===== config.mk =====
export PLATFORM = sky130hd
export DESIGN_NAME = debit_pin
export DESIGN_NICKNAME = d
export VERILOG_FILES = /design/src/rtl/debit_pin_pkg.sv /design/src/rtl/pin_check.sv /design/src/rtl/debit_pin.sv
export SDC_FILE = /design/constraint.sdc
export NUM_CORES = 1
export LEC_CHECK = 0
export ABC_AREA = 1
export CAP_MARGIN = 25
export CORE_MARGIN = 1
export CORE_UTILIZATION = 55
export DETAILED_ROUTE_END_ITERATION = 10
export PLACE_DENSITY_LB_ADDON = 0.2
export SETUP_SLACK_MARGIN = 0.1
export SYNTH_ARGS = -nofsm -noshare
export SYNTH_HDL_FRONTEND = slang
export SYNTH_SLANG_ARGS = --single-unit
export TNS_END_PERCENT = 100

===== constraint.sdc =====
create_clock -name clk -period 2.95 [get_ports clk]
set_input_delay 0.59 -clock clk [delete_from_list [all_inputs] [get_ports clk]]
set_output_delay 0.59 -clock clk [all_outputs]
set_load 0.01 [all_outputs]

===== src/rtl/debit_pin_pkg.sv =====
//------------------------------------------------------------------------------
// Module  : debit_pin_pkg
// Purpose : Shared types, constants and helpers for the debit PIN controller.
//           Holds the checker state encoding, the digit geometry and the
//           one-hot digit-switch decode/validate functions.
// Rev     : 1.0  initial release
//------------------------------------------------------------------------------
`default_nettype none

package debit_pin_pkg;

    localparam int DIGIT_W    = 2;
    localparam int NUM_DIGITS = 4;
    localparam int PIN_W      = DIGIT_W * NUM_DIGITS;

    typedef enum logic [2:0] {
        ST_IDLE      = 3'd0,
        ST_COLLECT   = 3'd1,
        ST_BUG       = 3'd2,
        ST_VERIFY    = 3'd3,
        ST_INCORRECT = 3'd4,
        ST_CORRECT   = 3'd5
    } state_t;

    // Exactly one switch closed is the only legal entry.
    function automatic logic onehot_valid(input logic [3:0] sw);
        logic ok;
        case (sw)
            4'b0001, 4'b0010, 4'b0100, 4'b1000: ok = 1'b1;
            default:                            ok = 1'b0;
        endcase
        return ok;
    endfunction

    // Switch position to digit code; only meaningful when onehot_valid is true.
    function automatic logic [DIGIT_W-1:0] onehot_encode(input logic [3:0] sw);
        logic [DIGIT_W-1:0] code;
        case (sw)
            4'b1000: code = 2'd3;
            4'b0100: code = 2'd2;
            4'b0010: code = 2'd1;
            default: code = 2'd0;
        endcase
        return code;
    endfunction

endpackage

`default_nettype wire


===== src/rtl/pin_check.sv =====
//------------------------------------------------------------------------------
// Module  : pin_check
// Purpose : PIN checker. Shifts in accepted digit codes, counts them, and once
//           four are held compares against the stored key. Moore status
//           outputs are registered from the next state so they track `state`.
// Ports   : clk, rst_n (async active-low)
//           press_i     - one-cycle press strobe from the edge detector
//           valid_i     - digit switches are one-hot for this press
//           code_i      - encoded digit code for this press
//           waiting_o / correct_o / incorrect_o / bug_o - status
// Rev     : 1.0  initial release
//------------------------------------------------------------------------------
`default_nettype none

module pin_check
    import debit_pin_pkg::*;
#(
    parameter logic [PIN_W-1:0] PASSKEY = 8'b0000_1010
) (
    input  logic               clk,
    input  logic               rst_n,
    input  logic               press_i,
    input  logic               valid_i,
    input  logic [DIGIT_W-1:0] code_i,
    output logic               waiting_o,
    output logic               correct_o,
    output logic               incorrect_o,
    output logic               bug_o
);

    // Names of these three registers are relied upon by hierarchical probes.
    state_t           state;
    logic [PIN_W-1:0] password;
    logic [2:0]       dig_count;

    state_t           state_d;
    logic [PIN_W-1:0] password_d;
    logic [2:0]       dig_count_d;

    always_comb begin
        state_d     = state;
        password_d  = password;
        dig_count_d = dig_count;
        case (state)
            ST_IDLE, ST_COLLECT, ST_CORRECT, ST_INCORRECT: begin
                if (press_i) begin
                    if (!valid_i) begin
                        state_d = ST_BUG;
                    end else begin
                        password_d = {password[PIN_W-DIGIT_W-1:0], code_i};
                        // Only COLLECT continues an entry; the others start a new one.
                        if (state == ST_COLLECT) begin
                            dig_count_d = dig_count + 3'd1;
                            state_d     = (dig_count + 3'd1 == 3'(NUM_DIGITS))
                                          ? ST_VERIFY : ST_COLLECT;
                        end else begin
                            dig_count_d = 3'd1;
                            state_d     = ST_COLLECT;
                        end
                    end
                end
            end
            ST_VERIFY: begin
                // Valid presses are ignored here, illegal ones still trap.
                if (press_i && !valid_i)
                    state_d = ST_BUG;
                else
                    state_d = (password == PASSKEY) ? ST_CORRECT : ST_INCORRECT;
            end
            ST_BUG:  state_d = ST_BUG;
            default: state_d = ST_BUG;   // encodings 6 and 7
        endcase
    end

    always_ff @(posedge clk or negedge rst_n) begin
        if (!rst_n) begin
            state       <= ST_IDLE;
            password    <= '0;
            dig_count   <= 3'd0;
            waiting_o   <= 1'b1;
            correct_o   <= 1'b0;
            incorrect_o <= 1'b0;
            bug_o       <= 1'b0;
        end else begin
            state       <= state_d;
            password    <= password_d;
            dig_count   <= dig_count_d;
            waiting_o   <= (state_d == ST_IDLE) || (state_d == ST_COLLECT);
            correct_o   <= (state_d == ST_CORRECT);
            incorrect_o <= (state_d == ST_INCORRECT);
            bug_o       <= (state_d == ST_BUG);
        end
    end

endmodule

`default_nettype wire


===== src/rtl/debit_pin.sv =====
//------------------------------------------------------------------------------
// Module  : debit_pin
// Purpose : Four-digit debit PIN entry controller. Detects rising edges of
//           `submit`, validates/encodes the one-hot digit switches and hands
//           each press to the pin_check instance.
// Ports   : clk, reset (async active-low), digit_switches[3:0], submit
//           waiting, correct, incorrect, bug
// Rev     : 1.0  initial release
//------------------------------------------------------------------------------
`default_nettype none

module debit_pin
    import debit_pin_pkg::*;
#(
    parameter logic [7:0] passkey = 8'b0000_1010
) (
    input  logic       clk,
    input  logic       reset,
    input  logic [3:0] digit_switches,
    input  logic       submit,
    output logic       waiting,
    output logic       correct,
    output logic       incorrect,
    output logic       bug
);

    logic               submit_q;
    logic               w_press;
    logic               w_valid;
    logic [DIGIT_W-1:0] w_code;

    // Previous sample of submit; a held button therefore yields one press.
    always_ff @(posedge clk or negedge reset) begin
        if (!reset) submit_q <= 1'b0;
        else        submit_q <= submit;
    end

    assign w_press = submit & ~submit_q;
    assign w_valid = onehot_valid(digit_switches);
    assign w_code  = onehot_encode(digit_switches);

    pin_check #(
        .PASSKEY (passkey)
    ) pinchk (
        .clk         (clk),
        .rst_n       (reset),
        .press_i     (w_press),
        .valid_i     (w_valid),
        .code_i      (w_code),
        .waiting_o   (waiting),
        .correct_o   (correct),
        .incorrect_o (incorrect),
        .bug_o       (bug)
    );

endmodule

`default_nettype wire


==> summary.txt, run 1 <==
Outcome
  • Status: complete, no violations

Hold path
  • Tightest Hold Check Type: register to register

STA
  • Fin Clk Skew: 0.002271 ns
  • Tcrit/Tclk final: 65.40%
  • Peak Freq: 0.5183 GHz
  • Worst-Margin Slew: 0.8341 ns
  • TNS Setup: 0 ns
  • RSZ-0062 raised after global routing: false
  • Post-route minimum period: 1.929 ns
  • Final Max Slew Viols: 0
  • Slew margin rel.: 44.22%
  • Final Hold Viols: 0
  • Final worst slack: 1.021 ns
  • Setup Viol. Count Final: 0

Floorplan
  • Die Height: 42.81 um
  • Die Wd: 42.81 um
  • Die ar.: 1832 um2
  • Initial Utilization: 60.10%
  • Core footprint: 1524 um2
  • Io pins: 11
  • Rows: 14

Worst setup path
  • Slowest cell on crit path: dfstp_2
  • Delay of the slowest cell on the worst path: 0.53 ns
  • CP Buf/Inv Count: 1
  • Crit-path cells: clkdlybuf4s50_1
  • Critical path type: register to output pin
  • CP delay by family, top: flip-flops
  • Worst-path fanout max: 1
  • Critical Path RT: 2.36 ns
  • CP startpoint kind: register
  • Arr. time, crit path: 1.34 ns
  • CP Capture Type: output pin

Finish
  • Final Cell Area: 1052 um2
  • Most frequent cells in the layout: 31 x nand2_1, 18 x dfrtp_1, 16 x inv_1, 10 x clkdlybuf4s50_1, 7 x nor2_1
  • Leading cell type in the layout, fill and taps excluded: nand2_1
  • N_diodes: 0
  • FILL cells: 121
  • Layout Nets: 129
  • Area Growth Syn to Fin: 14.89%
  • Layout cells sized above 1: 16.81%

Synth
  • Syn_nets: 115
  • Register area share after synthesis: 52.05%
  • Avg Inst Size Synth: 8.640 um2
  • Synth warn: 0
  • Cells taking the most area after synthesis: dfrtp_1 49%, nand2_1 13%, inv_1 6.6%
  • Post-Syn Area: 915.9 um2
  • Syn Inst Count: 106
  • Yosys reg bits: 19
  • Cell variety after synth: 20
  • Leading area contributor after synthesis: dfrtp_1
  • Top cell type's share of synthesized area: 49.18%

Clock network
  • Post-CTS Hold Buffers: 0
  • Post-CTS Setup Inserts: 0
  • Post-CTS sizing: 0
  • TritonCTS buffer count: 3
  • Clock-pin slew on the worst setup and hold paths: 0.11 ns
  • H-tree depth: 1
  • Clock latency on the worst-skew pair: 0.29 ns
  • CTS tree: yes
  • Max clock buf depth: 2
  • Root buf cell: clkbuf_4
  • Clk sinks: 19

Power
  • P per Cell Area: 396.6 nW/um2
  • Max IR drop VDD: 0.0002663 V
  • Leak Pwr: 0.5576 nW

Route
  • WL final: 1532 um
  • Vias: 676
  • Vias per inst: 5.007
  • Initial DRC Count: 19
  • Antenna Violating Nets Remaining: 0
  • Drt pass-1 iters: 4
  • Wire per inst: 11.35 um
  • DRC viols: 0

Global routing
  • Initial antenna violation count: 0
  • Overflow after GRT: 0
  • Global-route wire length before repair: 2808 um
  • Total GRT Usage: 20.60%
  • Vias in the first global route: 676
  • Largest net degree at the start of global routing: 20

Placement
  • IO buf count: 10
  • Area after DPL: 1025 um2
  • RePlAce Congestion: 0.7680
  • DP HPWL: 1179 um
  • Place WS: 0.9307 ns

Job
  • Max-Cap Viols: 0
cell type report:
type / instances / area, um2 / share of cell area (%)
Timing Repair Buffer: 10 / 100.1 / 9.512
Clock buffer: 3 / 22.52 / 2.140
Clock inverter: 1 / 5.005 / 0.4756
Tap cell: 16 / 20.02 / 1.902
Inverter: 17 / 63.81 / 6.064
Multi-Input combinational cell: 69 / 364.1 / 34.60
Sequential cell: 19 / 476.7 / 45.30
registers in the layout, indices dropped and copies added (netlist names):
| register | count |
|---|---|
| pinchk.waiting_o | 1 |
| pinchk.incorrect_o | 1 |
| pinchk.bug_o | 1 |
| pinchk.state | 3 |
| pinchk.password | 8 |
| pinchk.dig_count | 3 |
| pinchk.correct_o | 1 |
| submit_q | 1 |
cells in the mapped netlist, drive strengths merged:
cell,instances
buf,1
dfrtp,18
dfstp,1
ha,2
inv,17
nand2,36
nand3,6
nand3b,1
nand4,1
nor2,8
nor3,4
o211ai,1
o21ai,10
logic make-up (layout without fill, tap and decap cells):
family,count (synthesis),after routing,synth area share [%]
fa+ha+maj,2,2,2.732
compound gates,11,11,8.742
simple gates,56,56,28.28
flops,19,19,52.05
buf+inv,18,31,8.197
through the flow:
step,util (%),power (mW),instances,hold WS (ns)
3_3_place_gp,67.24,0.2926,131,0.4712
4_1_cts,69.05,0.4234,135,0.4964
6_report,69.05,0.4173,135,0.4893
2_1_floorplan,-,0.2773,106,0.2944
5_1_grt,69.05,0.4336,135,0.5150
3_5_place_dp,67.24,0.2935,131,0.4686
final timing paths:
path	startpoint	end	slack [ns]	depth (start not counted)
setup / recovery	pinchk.waiting_o	waiting	1.02	1
hold / removal	pinchk.dig_count[2]	pinchk.dig_count[2]	0.49	2
setup reg to reg	pinchk.state[1]	pinchk.waiting_o	1.63	6
hold reg to reg	pinchk.dig_count[2]	pinchk.dig_count[2]	0.49	2
max in group asynchronous	reset	pinchk.state[1]	1.67	1
min in group asynchronous	reset	pinchk.dig_count[0]	0.76	1
routing by layer:
metal	up-vias	GRT usage (%)	wire length [um]
met1	302	28.41	732
li1	358	-	-
met3	4	3.830	42
met2	12	32.42	742
met5	-	0	0
met4	0	7.500	15
where the power goes:
part / internal (mW) / leakage (nW) / switching [mW]
sequential: 0.261 / 0.239 / 0.000488
clock: 0.0505 / 0.0177 / 0.0787
combinational: 0.0109 / 0.301 / 0.0157
total: 0.322 / 0.558 / 0.0949
No activity file was read; power rests on OpenSTA's default activity.
==> run 2, diff against run 1 <==
CORE_UTILIZATION = 53   (was 55)
clock period = 1.8 ns   (was 2.95 ns; I/O delays follow)
==> run 2 against run 1 <==
  * Combinational power up 70%
  * Critical endpoint is now correct
  * Sequential power grew 64%
  * Global-route usage shrank 1.2 points
  * Final area is 0.59% higher
  * Final cell count is 0.74% higher
  * Sequential share of layout area is 0.27 points lower
  * Clock skew is essentially flat
  * Clock power increased by 57%
  * Worst hold slack got worse by 0.090 ns
  * First-iteration DRC count decreased by 63%
  * Via count increased by 1.6%
==> summary.txt, run 2 (synthesis results as in run 1) <==
Outcome
  • Status: complete, no violations (unchanged)

Clock network
  • TritonCTS buffer count: 3 (unchanged)
  • Post-CTS Hold Buffers: 0 (unchanged)
  • Clock-pin slew on the worst setup and hold paths: 0.10 ns (was 0.11 ns)
  • H-tree depth: 1 (unchanged)
  • Root buf cell: clkbuf_4 (unchanged)
  • Post-CTS Setup Inserts: 0 (unchanged)
  • Max clock buf depth: 2 (unchanged)
  • CTS tree: yes (unchanged)
  • Clk sinks: 19 (unchanged)
  • Clock latency on the worst-skew pair: 0.28 ns (was 0.29 ns)

STA
  • Slew margin rel.: 69.45% (was 44.22%)
  • Tcrit/Tclk final: 84.34%
  • Post-route minimum period: 1.518 ns
  • Final Max Slew Viols: 0 (unchanged)
  • Setup Viol. Count Final: 0 (unchanged)
  • Fin Clk Skew: 0.002440 ns (was 0.002271 ns)
  • Final Hold Viols: 0 (unchanged)
  • Peak Freq: 0.6587 GHz
  • TNS Setup: 0 ns (unchanged)
  • Worst-Margin Slew: 0.4547 ns (was 0.8341 ns)
  • Fin Hold WS: 0.3990 ns (was 0.4893 ns)
  • RSZ-0062 raised after global routing: false (unchanged)

Floorplan
  • Core footprint: 1559 um2 (was 1524 um2)
  • Die Height: 43.57 um (was 42.81 um)
  • Rows: 14 (unchanged)
  • Die Wd: 43.57 um (was 42.81 um)
  • Initial Utilization: 58.75% (was 60.10%)
  • Die ar.: 1898 um2 (was 1832 um2)
  • Io pins: 11 (unchanged)

Worst setup path
  • Critical Path RT: 1.44 ns (was 2.36 ns)
  • Worst-path fanout max: 1 (unchanged)
  • Arr. time, crit path: 1.16 ns (was 1.34 ns)
  • Delay of the slowest cell on the worst path: 0.53 ns (about the same)
  • CP Capture Type: output pin (unchanged)
  • Worst path depth: 1 (unchanged)
  • Worst r2r path cells: 6 (unchanged)
  • Flop-to-flop setup slack: 0.48 ns (was 1.63 ns)
  • CP startpoint kind: register (unchanged)
  • CP delay by family, top: buffers and inverters (was flip-flops)
  • CP Buf/Inv Count: 1 (unchanged)
  • Crit-path cells: clkdlybuf4s50_1 (unchanged)
  • Slowest cell on crit path: clkdlybuf4s50_1 (was dfstp_2)
  • Critical path type: register to output pin (unchanged)

Power
  • Switching share of power: 21.65% (was 22.73%)
  • Clock share of power: 29.9% (was 30.9%)
  • NetSw: 0.1463 mW (was 0.09486 mW)
  • Leak Pwr: 0.5673 nW (was 0.5576 nW)
  • Combinational Power Share: 6.7% (was 6.4%)
  • P_int: 0.5295 mW (was 0.3224 mW)
  • Sequential Power Share: 63.4% (was 62.7%)
  • Max IR drop VDD: 0.0004013 V (was 0.0002663 V)
  • P per Cell Area: 638.4 nW/um2 (was 396.6 nW/um2)

Finish
  • Final Non-Filler Cells: 136 (was 135)
  • Largest Register: pinchk.password (unchanged)
  • N_diodes: 0 (unchanged)
  • Layout cells sized above 1: 17.50% (was 16.81%)
  • Leading cell type in the layout, fill and taps excluded: nand2_1 (unchanged)
  • Max reg flops: 8 (unchanged)
  • Post-layout util: 67.90% (was 69.05%)
  • Area Growth Syn to Fin: 15.57% (was 14.89%)
  • Layout Nets: 130 (was 129)
  • Top Registers: pinchk.password x8, pinchk.dig_count x3, pinchk.state x3 (unchanged)
  • Most frequent cells in the layout: 31 x nand2_1, 18 x dfrtp_1, 16 x inv_1, 9 x clkdlybuf4s50_1, 7 x nor2_1 (was 31 x nand2_1, 18 x dfrtp_1, 16 x inv_1, 10 x clkdlybuf4s50_1, 7 x nor2_1)

Route
  • Vias: 687 (was 676)
  • Vias per inst: 5.051 (was 5.007)
  • DRC viols: 0 (unchanged)
  • Initial DRC Count: 7 (was 19)
  • WL final: 1551 um (was 1532 um)
  • Wire per inst: 11.40 um (was 11.35 um)
  • Drt pass-1 iters: 4 (unchanged)
  • Antenna Violating Nets Remaining: 0 (unchanged)

Global routing
  • Vias in the first global route: 648 (was 676)
  • Total GRT Usage: 19.40% (was 20.60%)
  • Global-route wire length before repair: 2691 um (was 2808 um)
  • Initial antenna violation count: 0 (unchanged)
  • Overflow after GRT: 0 (unchanged)
  • Largest net degree at the start of global routing: 20 (unchanged)

Placement
  • RePlAce Congestion: 0.7867 (was 0.7680)
  • IO buf count: 10 (unchanged)
  • Placed Cells: 132 (was 131)
  • DP HPWL: 1231 um (was 1179 um)

Job
  • Max-Cap Viols: 0 (unchanged)

Hold path
  • Tightest Hold Check Type: primary input to async pin (was register to register)
==> run 2: cell types whose count changed in the layout (fill, tap and decap cells not counted), sizes merged <==
cell / previous run / this run
buf: 0 / 1
clkdlybuf4s50: 10 / 9
dlygate4sd2: 0 / 1
==> run 2: power by group through the flow <==
stage	sequential, mW	clock, mW	combinational, mW
after floorplan	0.437	0	0.0176
after global placement	0.437	0	0.0444
after detailed placement	0.437	0	0.0460
after CTS	0.429	0.213	0.0462
after global routing	0.429	0.230	0.0502
final	0.429	0.202	0.0452
==> run 2: repair_timing <==
item                                    4_1_cts  5_1_grt
gates resized for setup                       1        0
endpoints found under the setup margin        1        0
hold endpoints to repair                      0        0
==> run 2: metal layers <==
layer	GRT usage (%)	vias to the layer above	wire (um)
li1	-	359	-
met1	22.80	315	715
met2	34.33	11	782
met3	4.167	2	43
met4	7.500	0	9
met5	0	-	0
==> run 2: final timing paths <==
path	start	to
min reg2reg	pinchk.password[6]	pinchk.password[6]
max in group asynchronous	reset	pinchk.waiting_o
min	reset	pinchk.password[5]
min in group clk	pinchk.password[6]	pinchk.password[6]
max	pinchk.correct_o	correct
max reg2reg	pinchk.state[1]	pinchk.waiting_o
==> run 2: metrics by stage <==
step	cell area (um2)	total power [mW]	setup slack, ns
finish	1059	0.6758	0.2819
floorplan	915.9	0.4545	0.6882
detailed placement	1032	0.4829	0.03341
CTS	1059	0.6881	0.2654
global route	1059	0.7095	0.2215
global placement	1032	0.4812	0.05515
==> run 2: layout make-up <==
class	instances	area, um2
Clock buffer	3	22.52
Timing Repair Buffer	11	106.4
Inverter	17	63.81
Multi-Input combinational cell	69	364.1
Fill cell	128	500.5
Sequential cell	19	476.7
Tap cell	16	20.02
Clock inverter	1	5.005
